===== src/rtl/sobel_mmio_ctrl_if.sv =====
// Single-beat MMIO request/response bus between the user-domain crossbar and
// the Sobel control front end.
interface sobel_mmio_ctrl_if;
    logic        req;
    logic        gnt;
    logic [31:0] addr;
    logic        we;
    logic [31:0] wdata;
    logic        rvalid;
    logic [31:0] rdata;
    logic        err;

    modport master (
        output req, addr, we, wdata,
        input  gnt, rvalid, rdata, err
    );

    modport slave (
        input  req, addr, we, wdata,
        output gnt, rvalid, rdata, err
    );
endinterface


===== src/rtl/sobel_mmio_ctrl.sv =====
// Control/status front end for the Sobel accelerator: register decode, start
// pulse generation, completion capture, run counters and level interrupt.
//
// state   | meaning
// --------+---------------------------------------------------------------
// ST_IDLE | no run outstanding; a CTRL go write launches the accelerator
// ST_BUSY | start issued, waiting for the accel_done rising edge
module sobel_mmio_ctrl #(
    parameter logic [31:0] BASE_ADDR = 32'h2000_0000,
    parameter int          CNT_W     = 16
) (
    input  logic              clk,
    input  logic              rst_n,
    sobel_mmio_ctrl_if.slave  bus,
    output logic              accel_start,
    input  logic              accel_done,
    input  logic              accel_match,
    output logic              irq
);

    typedef enum logic {
        ST_IDLE = 1'b0,
        ST_BUSY = 1'b1
    } state_t;

    localparam logic [7:0] OFF_CTRL   = 8'h00;
    localparam logic [7:0] OFF_STATUS = 8'h01;
    localparam logic [7:0] OFF_RUN    = 8'h02;
    localparam logic [7:0] OFF_MATCH  = 8'h03;

    state_t             state;
    state_t             state_nxt;

    logic [7:0]         off;
    logic               mapped;
    logic               wr_ctrl;
    logic               wr_status;
    logic               wr_clr;
    logic               go_fire;
    logic               busy;

    logic               done_q;
    logic               done_edge;
    logic               irq_en;
    logic               done_sticky;
    logic               match_latched;
    logic [CNT_W-1:0]   run_cnt;
    logic [CNT_W-1:0]   match_cnt;
    logic [CNT_W-1:0]   run_inc;
    logic [CNT_W-1:0]   match_inc;
    logic [31:0]        rd_mux;

    logic               unused_bits;

    assign unused_bits = ^{bus.addr[31:10], bus.addr[1:0], bus.wdata[31:2], BASE_ADDR};

    assign off       = bus.addr[9:2];
    assign mapped    = (off == OFF_CTRL) || (off == OFF_STATUS) ||
                       (off == OFF_RUN)  || (off == OFF_MATCH);
    assign wr_ctrl   = bus.req && bus.we && (off == OFF_CTRL);
    assign wr_status = bus.req && bus.we && (off == OFF_STATUS);
    assign wr_clr    = bus.req && bus.we && (off == OFF_MATCH);

    assign bus.gnt   = bus.req;

    assign done_edge = accel_done && !done_q;
    assign run_inc   = {{(CNT_W-1){1'b0}}, done_edge};
    assign match_inc = {{(CNT_W-1){1'b0}}, done_edge && accel_match};

    assign irq       = done_sticky && irq_en;

    always_ff @(posedge clk or negedge rst_n) begin
        if (!rst_n) begin
            state <= ST_IDLE;
        end else begin
            state <= state_nxt;
        end
    end

    // busy is the registered state, so a go landing with the done edge is ignored
    always_comb begin
        state_nxt = state;
        go_fire   = 1'b0;
        busy      = (state == ST_BUSY);
        case (state)
            ST_IDLE: begin
                if (wr_ctrl && bus.wdata[0]) begin
                    go_fire   = 1'b1;
                    state_nxt = ST_BUSY;
                end
            end
            ST_BUSY: begin
                if (done_edge) begin
                    state_nxt = ST_IDLE;
                end
            end
            default: begin
                state_nxt = ST_IDLE;
            end
        endcase
    end

    always_ff @(posedge clk or negedge rst_n) begin
        if (!rst_n) begin
            done_q        <= 1'b0;
            accel_start   <= 1'b0;
            irq_en        <= 1'b0;
            done_sticky   <= 1'b0;
            match_latched <= 1'b0;
        end else begin
            done_q      <= accel_done;
            accel_start <= go_fire;
            if (wr_ctrl) begin
                irq_en <= bus.wdata[1];
            end
            // completion has priority over both the go clear and W1C
            if (done_edge) begin
                done_sticky <= 1'b1;
            end else if (go_fire) begin
                done_sticky <= 1'b0;
            end else if (wr_status && bus.wdata[1]) begin
                done_sticky <= 1'b0;
            end
            if (done_edge) begin
                match_latched <= accel_match;
            end else if (go_fire) begin
                match_latched <= 1'b0;
            end
        end
    end

    always_ff @(posedge clk or negedge rst_n) begin
        if (!rst_n) begin
            run_cnt   <= '0;
            match_cnt <= '0;
        end else if (wr_clr) begin
            run_cnt   <= run_inc;
            match_cnt <= match_inc;
        end else begin
            run_cnt   <= run_cnt + run_inc;
            match_cnt <= match_cnt + match_inc;
        end
    end

    always_comb begin
        rd_mux = 32'd0;
        case (off)
            OFF_CTRL:   rd_mux = {30'd0, irq_en, 1'b0};
            OFF_STATUS: rd_mux = {29'd0, match_latched, done_sticky, busy};
            OFF_RUN:    rd_mux = 32'(run_cnt);
            OFF_MATCH:  rd_mux = 32'(match_cnt);
            default:    rd_mux = 32'd0;
        endcase
    end

    always_ff @(posedge clk or negedge rst_n) begin
        if (!rst_n) begin
            bus.rvalid <= 1'b0;
            bus.rdata  <= 32'd0;
            bus.err    <= 1'b0;
        end else begin
            bus.rvalid <= bus.req;
            bus.rdata  <= (bus.req && !bus.we) ? rd_mux : 32'd0;
            bus.err    <= bus.req && !mapped;
        end
    end

endmodule


===== src/flat_wrapper.sv =====
// flat-port wrapper written by rule: the top's interface ports become plain ports
module sobel_mmio_ctrl_flat 
#(
    parameter logic [31:0] BASE_ADDR = 32'h2000_0000,
    parameter int          CNT_W     = 16
)
  (clk, rst_n, accel_start, accel_done, accel_match, irq, bus_req, bus_addr, bus_we, bus_wdata, bus_gnt, bus_rvalid, bus_rdata, bus_err);
  sobel_mmio_ctrl_if bus_i ();
  input  logic clk;
  input  logic rst_n;
  output logic accel_start;
  input  logic accel_done;
  input  logic accel_match;
  output logic irq;
  input wire logic [$bits(bus_i.req)-1:0] bus_req;
  input wire logic [$bits(bus_i.addr)-1:0] bus_addr;
  input wire logic [$bits(bus_i.we)-1:0] bus_we;
  input wire logic [$bits(bus_i.wdata)-1:0] bus_wdata;
  output wire logic [$bits(bus_i.gnt)-1:0] bus_gnt;
  output wire logic [$bits(bus_i.rvalid)-1:0] bus_rvalid;
  output wire logic [$bits(bus_i.rdata)-1:0] bus_rdata;
  output wire logic [$bits(bus_i.err)-1:0] bus_err;
  assign bus_i.req = bus_req;
  assign bus_i.addr = bus_addr;
  assign bus_i.we = bus_we;
  assign bus_i.wdata = bus_wdata;
  assign bus_gnt = bus_i.gnt;
  assign bus_rvalid = bus_i.rvalid;
  assign bus_rdata = bus_i.rdata;
  assign bus_err = bus_i.err;
  sobel_mmio_ctrl #(.BASE_ADDR(BASE_ADDR), .CNT_W(CNT_W)) u_core (.clk(clk), .rst_n(rst_n), .bus(bus_i), .accel_start(accel_start), .accel_done(accel_done), .accel_match(accel_match), .irq(irq));
endmodule

===== config.mk =====
export PLATFORM = sky130hd
export DESIGN_NAME = sobel_mmio_ctrl_flat
export DESIGN_NICKNAME = d
export VERILOG_FILES = /design/src/rtl/sobel_mmio_ctrl_if.sv /design/src/rtl/sobel_mmio_ctrl.sv /design/src/flat_wrapper.sv
export SDC_FILE = /design/constraint.sdc
export NUM_CORES = 1
export LEC_CHECK = 0
export CAP_MARGIN = 30
export CORE_MARGIN = 2
export CORE_UTILIZATION = 44
export DETAILED_ROUTE_END_ITERATION = 8
export PLACE_DENSITY = 0.81
export SYNTH_ARGS = -nofsm -noshare
export SYNTH_HDL_FRONTEND = slang
export SYNTH_SLANG_ARGS = --single-unit

===== constraint.sdc =====
create_clock -name clk -period 2.44 [get_ports clk]
set_input_delay 0.488 -clock clk [delete_from_list [all_inputs] [get_ports clk]]
set_output_delay 0.488 -clock clk [all_outputs]
set_load 0.02 [all_outputs]

==> flow_summary.json, run 1 <==
{
  "postRouteAntennaNets": 0,
  "clock_path_buffers": 2,
  "crit_family": "buffers and inverters",
  "cts-hold-fix-buffers": 0,
  "grt_use_total": 0.167,
  "skew_ns": 0.0114,
  "path_class": "in -> out",
  "finalHoldViolCount": 0,
  "n_antenna_cell": 0,
  "coreArea_um2": 5990,
  "synthesis.area_um2": 2760,
  "number_of_global_route_vias_before_repair": 2001,
  "max_freq_mhz": 472,
  "area_post_placement_um2": 3200,
  "wire_per_inst_um": 14.3,
  "leakage_nw": 1.45,
  "postSynthAreaPerCell_um2": 10.5,
  "cts.sink_count": 56,
  "synth_edf_count": 0,
  "drt_pass1_iterations": 4,
  "async_flop_share": 1.00,
  "setup_total_negative_slack_ns": 0,
  "dieWidth_um": 83.2,
  "synthDominantCellAreaShare": 0.508,
  "clock_insertion_delay_worst_skew_ns": 0.31,
  "ys.flop_type": "dfrtp_1",
  "post-route-period-util": 0.869,
  "io_pins": 107,
  "drt-total-wl_mm": 5.48,
  "maxCapViolCount": 0,
  "p_per_area_nw_per_um2": 603,
  "synth_largest_area_cell": "dfrtp_1",
  "share_of_synthesized_area_occupied_by_flip_flops_and_latches": 0.508,
  "hpwl_reported_at_the_end_of_detailed_placement_mm": 4.06,
  "critPathArrivalTime_ns": 1.63,
  "number_of_levels_in_the_clock_h_tree": 2,
  "post_synth_most_frequent_cells": "dfrtp_1, nor2_1, buf_4, nand2_1",
  "slew-limit-headroom": 0.580,
  "io_buffer_count": 36,
  "flow.area_growth_from_synthesis_pct": 19.3,
  "initial_util": 0.460,
  "rr_worst_depth": 9,
  "worst_ir_drop_vdd_mv": 0.352,
  "cts.clk_slew.worst_paths_ns": 0.09,
  "crit_path_max_incr_delay_ns": 0.62,
  "final_max_slew_viol_count": 0,
  "outcome": "complete, no violations",
  "layout.cell_area.non_filler_um2": 3290,
  "path_buf_inv": 2,
  "dieHeight_um": 83.2,
  "cp_common_cell": "clkdlybuf4s50_1",
  "timing.final.ws_setup_ns": 0.320,
  "ys_seq_elements": 56,
  "cts_buffers": 5,
  "worst_endpoint_required_time_ns": 1.95,
  "setup_fix_bufs_post_cts": 0,
  "row_count": 28,
  "grt_setup_unrepaired": "false",
  "worst_setup_path_end_kind": "output port",
  "number_of_vias_after_detailed_routing": 2033,
  "full_die_area_um2": 6910,
  "grt_start_max_net_pins": 30,
  "via_per_inst": 5.29,
  "cts_tree": "done",
  "design.final.nets": 382,
  "grt_pass1_wl_mm": 9.42,
  "ys.warnings.count": 0,
  "drc_viols": 0,
  "critical_path.max_fanout": 2,
  "syn_inst": 263,
  "crit_path_start_kind": "input pin",
  "cpMaxStageDelayCell": "clkdlybuf4s50_1",
  "post-route-min-period_ns": 2.12,
  "most_used_standard_cell_by_instance_count_after_synthesis": "dfrtp_1",
  "post_route_cells_drive_above_1_share": 0.100,
  "post_cts_resize_count": 0,
  "cts-root-buf": "clkbuf_8",
  "cp_cell_sequence": "clkdlybuf4s50_1 -> clkdlybuf4s50_1",
  "top_area_cells_in_the_synthesized_netlist": "dfrtp_1, nor2_1, buf_4",
  "place_worst_setup_slack_ns": 0.0126,
  "path_class_of_the_lowest_slack_min_delay_path": "in -> async",
  "detail_route.iter0.violations": 126,
  "worstSetupPathDepth": 2,
  "tightestPinTransition_ns": 0.630,
  "place_congestion": 0.852,
  "globalRoute.totalOverflow": 0,
  "antenna_violations_before_repair": 0,
  "finalSetupViolCount": 0,
  "number_of_distinct_standard_cells_referenced_by_the_synthesized_netlist": 43
}
-- placed cells by master, fill, tap and decap left out, types with 4 or more instances in the layout --
cell	count
clkbuf_8	6
ha_1	4
nor2_1	44
inv_1	4
mux2i_1	14
xnor2_1	14
nor4_1	6
dfrtp_1	56
and2_1	4
mux2_2	5
nor3_1	7
nand4_1	11
clkdlybuf4s50_1	35
conb_1	16
nand2_1	16
xor2_1	10
and4_1	4
nand3_1	9
buf_4	9
-- cells by family (layout without fill, tap and decap cells) --
logic type,after synthesis,in the layout,share of synthesized area
AO/OA/AOI/OAI,14,14,0.0327
AND/OR/NAND/NOR,116,116,0.214
XOR/XNOR,24,24,0.0763
adder cells (fa/ha/maj),4,4,0.0182
multiplexers,20,20,0.0808
flip-flops,56,56,0.508
other,1,16,0.00136
buffers and inverters,28,59,0.0685
-- report_power, final --
group	internal, mW	switching, mW	leakage (nW)
clock	0.231	0.292	0.0445
sequential	1.02	0.132	0.752
combinational	0.157	0.157	0.653
total	1.40	0.580	1.45
-- per-layer routing --
layer,routed length (um),global-route usage
met1,2360,0.214
met2,2850,0.284
met3,191,0.0348
met4,78,0.0492
met5,0,0
-- layout make-up --
class,instances,area [um2]
flip-flops and latches,56,1400
clock inverters,1,7.51
fillers,491,2700
repair buffers,47,463
multi-input cells,194,1220
inverters,4,15.0
well taps,75,93.8
clock buffers,7,86.3
-- through the flow --
stage	util	power, mW	std cells	hold WS (ns)
final	0.549	1.98	384	0.193
after global routing	0.549	2.10	384	0.237
after CTS	0.549	2.00	384	0.213
after detailed placement	0.533	1.48	376	0.515
after global placement	0.533	1.46	376	0.502
after floorplan	-	1.37	278	0.192
-- worst paths after layout --
check	from	endpoint	slack [ns]
min in group clk	u_core.irq_en$_DFFE_PN0P_	u_core.irq_en$_DFFE_PN0P_	0.54
worst min register to register	u_core.irq_en$_DFFE_PN0P_	u_core.irq_en$_DFFE_PN0P_	0.54
worst max-delay path	bus_req	bus_gnt	0.32
worst max register to register	u_core.done_q$_DFF_PN0_	u_core.match_cnt[12]$_DFF_PN0_	0.56
worst min-delay path	rst_n	u_core.bus.rdata[14]$_DFF_PN0_	0.19
max in group asynchronous	rst_n	u_core.match_cnt[11]$_DFF_PN0_	1.68
-- state kept, by name, summed over array words and instances, names as in the netlist --
| signal | count |
|---|---|
| u_core.bus.err | 1 |
| u_core.run_cnt | 16 |
| u_core.irq_en | 1 |
| u_core.done_q | 1 |
| u_core.match_cnt | 16 |
| u_core.bus.rdata | 16 |
| u_core.match_latched | 1 |
| u_core.busy | 1 |
| u_core.done_sticky | 1 |
| u_core.bus.rvalid | 1 |
| u_core.accel_start | 1 |
Note: power is estimated with default switching activity, not from simulation.
==> run 2: changes to the inputs <==
--- a/config.mk
+++ b/config.mk
@@ -7,9 +7,10 @@
 export LEC_CHECK = 0
 export CAP_MARGIN = 30
 export CORE_MARGIN = 2
-export CORE_UTILIZATION = 44
+export CORE_UTILIZATION = 35
 export DETAILED_ROUTE_END_ITERATION = 8
-export PLACE_DENSITY = 0.81
+export HOLD_SLACK_MARGIN = 0.12
+export PLACE_DENSITY = 0.66
 export SYNTH_ARGS = -nofsm -noshare
 export SYNTH_HDL_FRONTEND = slang
 export SYNTH_SLANG_ARGS = --single-unit
==> run 2 against run 1 <==
Net effect: critical path depth unchanged; highest routed layer unchanged; largest cell class unchanged; critical path type unchanged; global-route usage decreased by 3.4 points; clock power is 14% higher; design area increased by 1.4%.
==> flow_summary.json, run 2 (synthesized netlist as in run 1, its figures left out) <==
{
  "max_freq_mhz": 453,
  "maxCapViolCount": 0,
  "slew-limit-headroom": 0.581,
  "crit_path_max_incr_delay_ns": 0.65,
  "via_per_inst": 4.79,
  "final_max_slew_viol_count": 0,
  "reg.largest.list": "u_core.bus.rdata (16), u_core.match_cnt (16), u_core.run_cnt (16)",
  "antenna_violations_before_repair": 0,
  "row_count": 32,
  "ff2ff_setup_slack_ns": 0.50,
  "globalRoute.totalOverflow": 0,
  "finalSetupViolCount": 0,
  "post_cts_resize_count": 0,
  "rr_worst_depth": 9,
  "hold_slack_ns": 0.188,
  "grt_start_max_net_pins": 33,
  "worst_setup_path_end_kind": "output port",
  "initial_util": 0.359,
  "wire_per_inst_um": 13.3,
  "setup_total_negative_slack_ns": 0,
  "critical_path.max_fanout": 7,
  "path_buf_inv": 2,
  "area_post_placement_um2": 3230,
  "commonest_cells_after_routing_fill_and_taps_aside": "dfrtp_1, nor2_1, clkdlybuf4s50_1, nand2_1, conb_1",
  "clock_insertion_delay_worst_skew_ns": 0.30,
  "number_of_levels_in_the_clock_h_tree": 2,
  "clock_path_buffers": 2,
  "cts.sink_count": 56,
  "drc_viols": 0,
  "critPathArrivalTime_ns": 1.72,
  "leakage_nw": 1.46,
  "dieHeight_um": 92.7,
  "place_worst_setup_slack_ns": -0.0608,
  "layout.cell_area.non_filler_um2": 3340,
  "cts_buffers": 5,
  "cts_tree": "done",
  "drt-total-wl_mm": 5.45,
  "cts-root-buf": "clkbuf_8",
  "worst_ir_drop_vdd_mv": 0.272,
  "coreArea_um2": 7690,
  "worst_endpoint_required_time_ns": 1.95,
  "path_class": "in -> out",
  "post_route_cells_drive_above_1_share": 0.100,
  "number_of_vias_after_detailed_routing": 1968,
  "drt_pass1_iterations": 4,
  "setup_fix_bufs_post_cts": 0,
  "n_antenna_cell": 0,
  "hpwl_reported_at_the_end_of_detailed_placement_mm": 3.89,
  "io_buffer_count": 36,
  "skew_ns": 0.00915,
  "grt_pass1_wl_mm": 8.98,
  "worstSetupPathDepth": 2,
  "cts.clk_slew.worst_paths_ns": 0.10,
  "timing.rr.start": "u_core.done_q$_DFF_PN0_",
  "cp_cell_sequence": "clkdlybuf4s50_1 -> clkdlybuf4s50_1",
  "final_common_cell": "dfrtp_1",
  "cp_common_cell": "clkdlybuf4s50_1",
  "timing.final.ws_setup_ns": 0.233,
  "post-route-period-util": 0.904,
  "number_of_global_route_vias_before_repair": 1921,
  "finalHoldViolCount": 0,
  "p_per_area_nw_per_um2": 612,
  "power_mw": 2.04,
  "place_congestion": 0.795,
  "post-route-min-period_ns": 2.21,
  "design.final.nets": 382,
  "grt_use_total": 0.133,
  "io_pins": 107,
  "flow.area_growth_from_synthesis_pct": 21.1,
  "full_die_area_um2": 8600,
  "crit_path_start_kind": "input pin",
  "dieWidth_um": 92.7,
  "outcome": "complete, no violations",
  "postRouteAntennaNets": 0,
  "tightestPinTransition_ns": 0.628,
  "crit_family": "buffers and inverters",
  "cts-hold-fix-buffers": 0,
  "critical_path.reg2reg.endpoint": "u_core.match_cnt[12]$_DFF_PN0_",
  "path_class_of_the_lowest_slack_min_delay_path": "in -> async",
  "detail_route.iter0.violations": 43,
  "cpMaxStageDelayCell": "clkdlybuf4s50_1",
  "grt_setup_unrepaired": "false"
}
==> run 2: routing by layer <==
layer / up-vias / global-route usage / share of wire
li1: 959 / - / -
met1: 974 / 0.165 / 0.46
met2: 31 / 0.231 / 0.50
met3: 4 / 0.0269 / 0.031
met4: 0 / 0.0478 / 0.012
met5: - / 0 / 0
==> run 2: how the worst max path moves through the flow <==
| stage | slack (ns) | startpoint | to |
|---|---|---|---|
| 3_3_place_gp | -0.01 | accel_done | u_core.match_cnt[15]$_DFF_PN0_ |
| 4_1_cts | 0.23 | bus_req | bus_gnt |
| 3_5_place_dp | -0.06 | accel_done | u_core.match_cnt[15]$_DFF_PN0_ |
| 5_1_grt | 0.15 | accel_done | u_core.match_cnt[15]$_DFF_PN0_ |
| 2_1_floorplan | 0.50 | accel_done | u_core.match_cnt[15]$_DFF_PN0_ |
| 6_report | 0.23 | bus_req | bus_gnt |
==> run 2: power by group <==
group | switching, mW | total [mW] | leakage [nW] | internal, mW
logic | 0.158 | 0.311 | 0.651 | 0.153
registers | 0.122 | 1.14 | 0.752 | 1.02
clock network | 0.289 | 0.594 | 0.0552 | 0.305
==> run 2: final cells by class <==
class	instances	area [um2]
Timing Repair Buffer	47	463
Clock inverter	2	35.0
Clock buffer	6	72.6
Tap cell	102	128
Sequential cell	56	1400
Fill cell	738	4350
Multi-Input combinational cell	194	1220
Inverter	4	15.0
==> run 2: per-stage QoR <==
step / util / instances
after floorplan: - / 278
after CTS: 0.434 / 411
final: 0.434 / 411
after global placement: 0.420 / 403
after detailed placement: 0.420 / 403
after global routing: 0.434 / 411
==> run 3: changes to the inputs <==
--- a/config.mk
+++ b/config.mk
@@ -6,10 +6,12 @@
 export NUM_CORES = 1
 export LEC_CHECK = 0
 export CAP_MARGIN = 30
+export CORE_ASPECT_RATIO = 1.2
 export CORE_MARGIN = 2
 export CORE_UTILIZATION = 35
 export DETAILED_ROUTE_END_ITERATION = 8
 export HOLD_SLACK_MARGIN = 0.12
+export MAX_ROUTING_LAYER = met4
 export PLACE_DENSITY = 0.66
 export SYNTH_ARGS = -nofsm -noshare
 export SYNTH_HDL_FRONTEND = slang
==> run 3 against run 2 <==
Net effect: count of clock-buffer cells in the layout did not move; register-to-register slack got worse by 0.03 ns; first-iteration DRC count rose to 2.9 times the previous value; die area barely moved; via count rose by 0.66%; combinational power barely moved; global-route usage rose by 0.82 points; design area fell by 0.75%; highest routed layer unchanged; worst hold slack got worse by 0.015 ns; power fell by 3.2%; worst setup slack improved by 0.018 ns; critical path depth rose by 8; largest power group unchanged.
==> flow_summary.json, run 3 (synthesized netlist as in run 1, its figures left out) <==
{
  "coreArea_um2": 7660,
  "detail_route.iter0.violations": 126,
  "rr_worst_depth": 9,
  "layout.cell_area.non_filler_um2": 3310,
  "cts-hold-fix-buffers": 0,
  "setup_fix_bufs_post_cts": 0,
  "leakage_nw": 1.46,
  "grt_setup_unrepaired": "false",
  "globalRoute.totalOverflow": 0,
  "drc_viols": 0,
  "max_freq_mhz": 457,
  "commonest_cells_after_routing_fill_and_taps_aside": "dfrtp_1, nor2_1, clkdlybuf4s50_1, nand2_1, conb_1",
  "internal_power_mw": 1.40,
  "worst_setup_path_end_kind": "register",
  "postRouteAntennaNets": 0,
  "outcome": "complete, no violations",
  "finalSetupViolCount": 0,
  "row_count": 35,
  "power.combinational.fraction": 0.157,
  "placed_cells_incl_taps": 395,
  "place_worst_setup_slack_ns": -0.118,
  "design.final.nets": 384,
  "io_pins": 107,
  "critPathArrivalTime_ns": 2.39,
  "dieWidth_um": 85.0,
  "io_buffer_count": 36,
  "timing.final.ws_setup_ns": 0.251,
  "wire_per_inst_um": 13.5,
  "final_cell_count_no_fill": 403,
  "critical_path.max_fanout": 4,
  "critical_path.reg2reg.endpoint": "u_core.match_cnt[12]$_DFF_PN0_",
  "crit_path_max_incr_delay_ns": 0.47,
  "drt_pass1_iterations": 4,
  "cts_buffers": 5,
  "setup.worst_path.start": "accel_done",
  "cts-root-buf": "clkbuf_8",
  "power.clock.fraction": 0.260,
  "path_class_of_the_lowest_slack_min_delay_path": "in -> async",
  "antenna_violations_before_repair": 0,
  "area_post_placement_um2": 3220,
  "cts_tree": "done",
  "cpMaxStageDelayCell": "clkdlybuf4s50_1",
  "path_class": "in -> reg",
  "ff2ff_setup_slack_ns": 0.47,
  "number_of_vias_after_detailed_routing": 1981,
  "finalHoldViolCount": 0,
  "grt_pass1_wl_mm": 9.49,
  "reg.largest.list": "u_core.bus.rdata (16), u_core.match_cnt (16), u_core.run_cnt (16)",
  "tightestPinTransition_ns": 0.591,
  "clock_insertion_delay_worst_skew_ns": 0.30,
  "core_utilization_of_the_finished_layout": 0.432,
  "initial_util": 0.360,
  "n_antenna_cell": 0,
  "cts.clk_slew.worst_paths_ns": 0.10,
  "flow.area_growth_from_synthesis_pct": 20.2,
  "clock_path_buffers": 2,
  "slew-limit-headroom": 0.606,
  "worst_endpoint_required_time_ns": 2.64,
  "grt_start_max_net_pins": 29,
  "post_route_cells_drive_above_1_share": 0.109,
  "final_common_cell": "dfrtp_1",
  "worst_ir_drop_vdd_mv": 0.271,
  "power_switching_share": 0.294,
  "cts.sink_count": 56,
  "number_of_global_route_vias_before_repair": 2000,
  "via_per_inst": 4.92,
  "post_cts_resize_count": 0,
  "post-route-period-util": 0.897,
  "skew_ns": 0.0101,
  "power_mw": 1.98,
  "maxCapViolCount": 0,
  "post-route-min-period_ns": 2.19,
  "timing.rr.start": "u_core.done_q$_DFF_PN0_",
  "crit_path_start_kind": "input pin",
  "place_congestion": 0.793,
  "hpwl_reported_at_the_end_of_detailed_placement_mm": 4.05,
  "final_max_slew_viol_count": 0,
  "crit_family": "simple AND/OR/NAND/NOR gates",
  "drt-total-wl_mm": 5.44,
  "cp_cell_sequence": "clkdlybuf4s50_1 -> nand2b_1 -> inv_1 -> and2_1 -> ha_1 -> nand4_1 -> buf_4 -> nor4_1 -> xnor2_1 -> nor2_1",
  "netSwitchingPower_mw": 0.581,
  "share_of_power_burned_in_registers": 0.582,
  "full_die_area_um2": 8600,
  "p_per_area_nw_per_um2": 597,
  "dieHeight_um": 101,
  "number_of_levels_in_the_clock_h_tree": 2,
  "path_buf_inv": 3,
  "grt_use_total": 0.142
}
[run 3: power groups by stage]
stage                     sequential [mW]  clock (mW)  combinational (mW)
after floorplan                      1.12           0               0.246
after global placement               1.17           0               0.306
after detailed placement             1.17           0               0.315
after CTS                            1.15       0.534               0.317
after global routing                 1.17       0.571               0.353
final                                1.15       0.515               0.311
[run 3: worst max path at each step]
stage,to,depth (start not counted)
after floorplan,u_core.match_cnt[15]$_DFF_PN0_,8
after global placement,u_core.match_cnt[11]$_DFF_PN0_,10
after detailed placement,u_core.match_cnt[11]$_DFF_PN0_,10
after CTS,u_core.match_cnt[11]$_DFF_PN0_,10
after global routing,u_core.match_cnt[11]$_DFF_PN0_,10
final,u_core.match_cnt[12]$_DFF_PN0_,10
[run 3: metrics by stage]
stage | setup TNS (ns) | hold slack (ns)
floorplan | 0 | 0.192
global placement | -0.174 | 0.502
detailed placement | -0.321 | 0.513
CTS | 0 | 0.202
global route | 0 | 0.226
finish | 0 | 0.172
[run 3: worst register-to-register path, delay by kind of cell, from the launching register on]
| family | cells | cell delay (ns) |
|---|---|---|
| flops | 1 | 0.36 |
| buf+inv | 2 | 0.29 |
| simple gates | 5 | 0.88 |
| xor+xnor | 1 | 0.16 |
| fa+ha+maj | 1 | 0.17 |
[run 3: final cells by class]
type | instances | area, um2
flip-flops and latches | 56 | 1400
well taps | 92 | 115
repair buffers | 49 | 465
multi-input cells | 194 | 1220
inverters | 4 | 15.0
fillers | 728 | 4350
clock inverters | 2 | 10.0
clock buffers | 6 | 82.6
[run 3: metal layers]
| metal | vias to the layer above | track usage | share of wire |
|---|---|---|---|
| li1 | 957 | - | - |
| met1 | 965 | 0.181 | 0.45 |
| met2 | 53 | 0.227 | 0.50 |
| met3 | 6 | 0.0261 | 0.046 |
| met4 | 0 | 0.0488 | 0.013 |
| met5 | - | - | 0 |
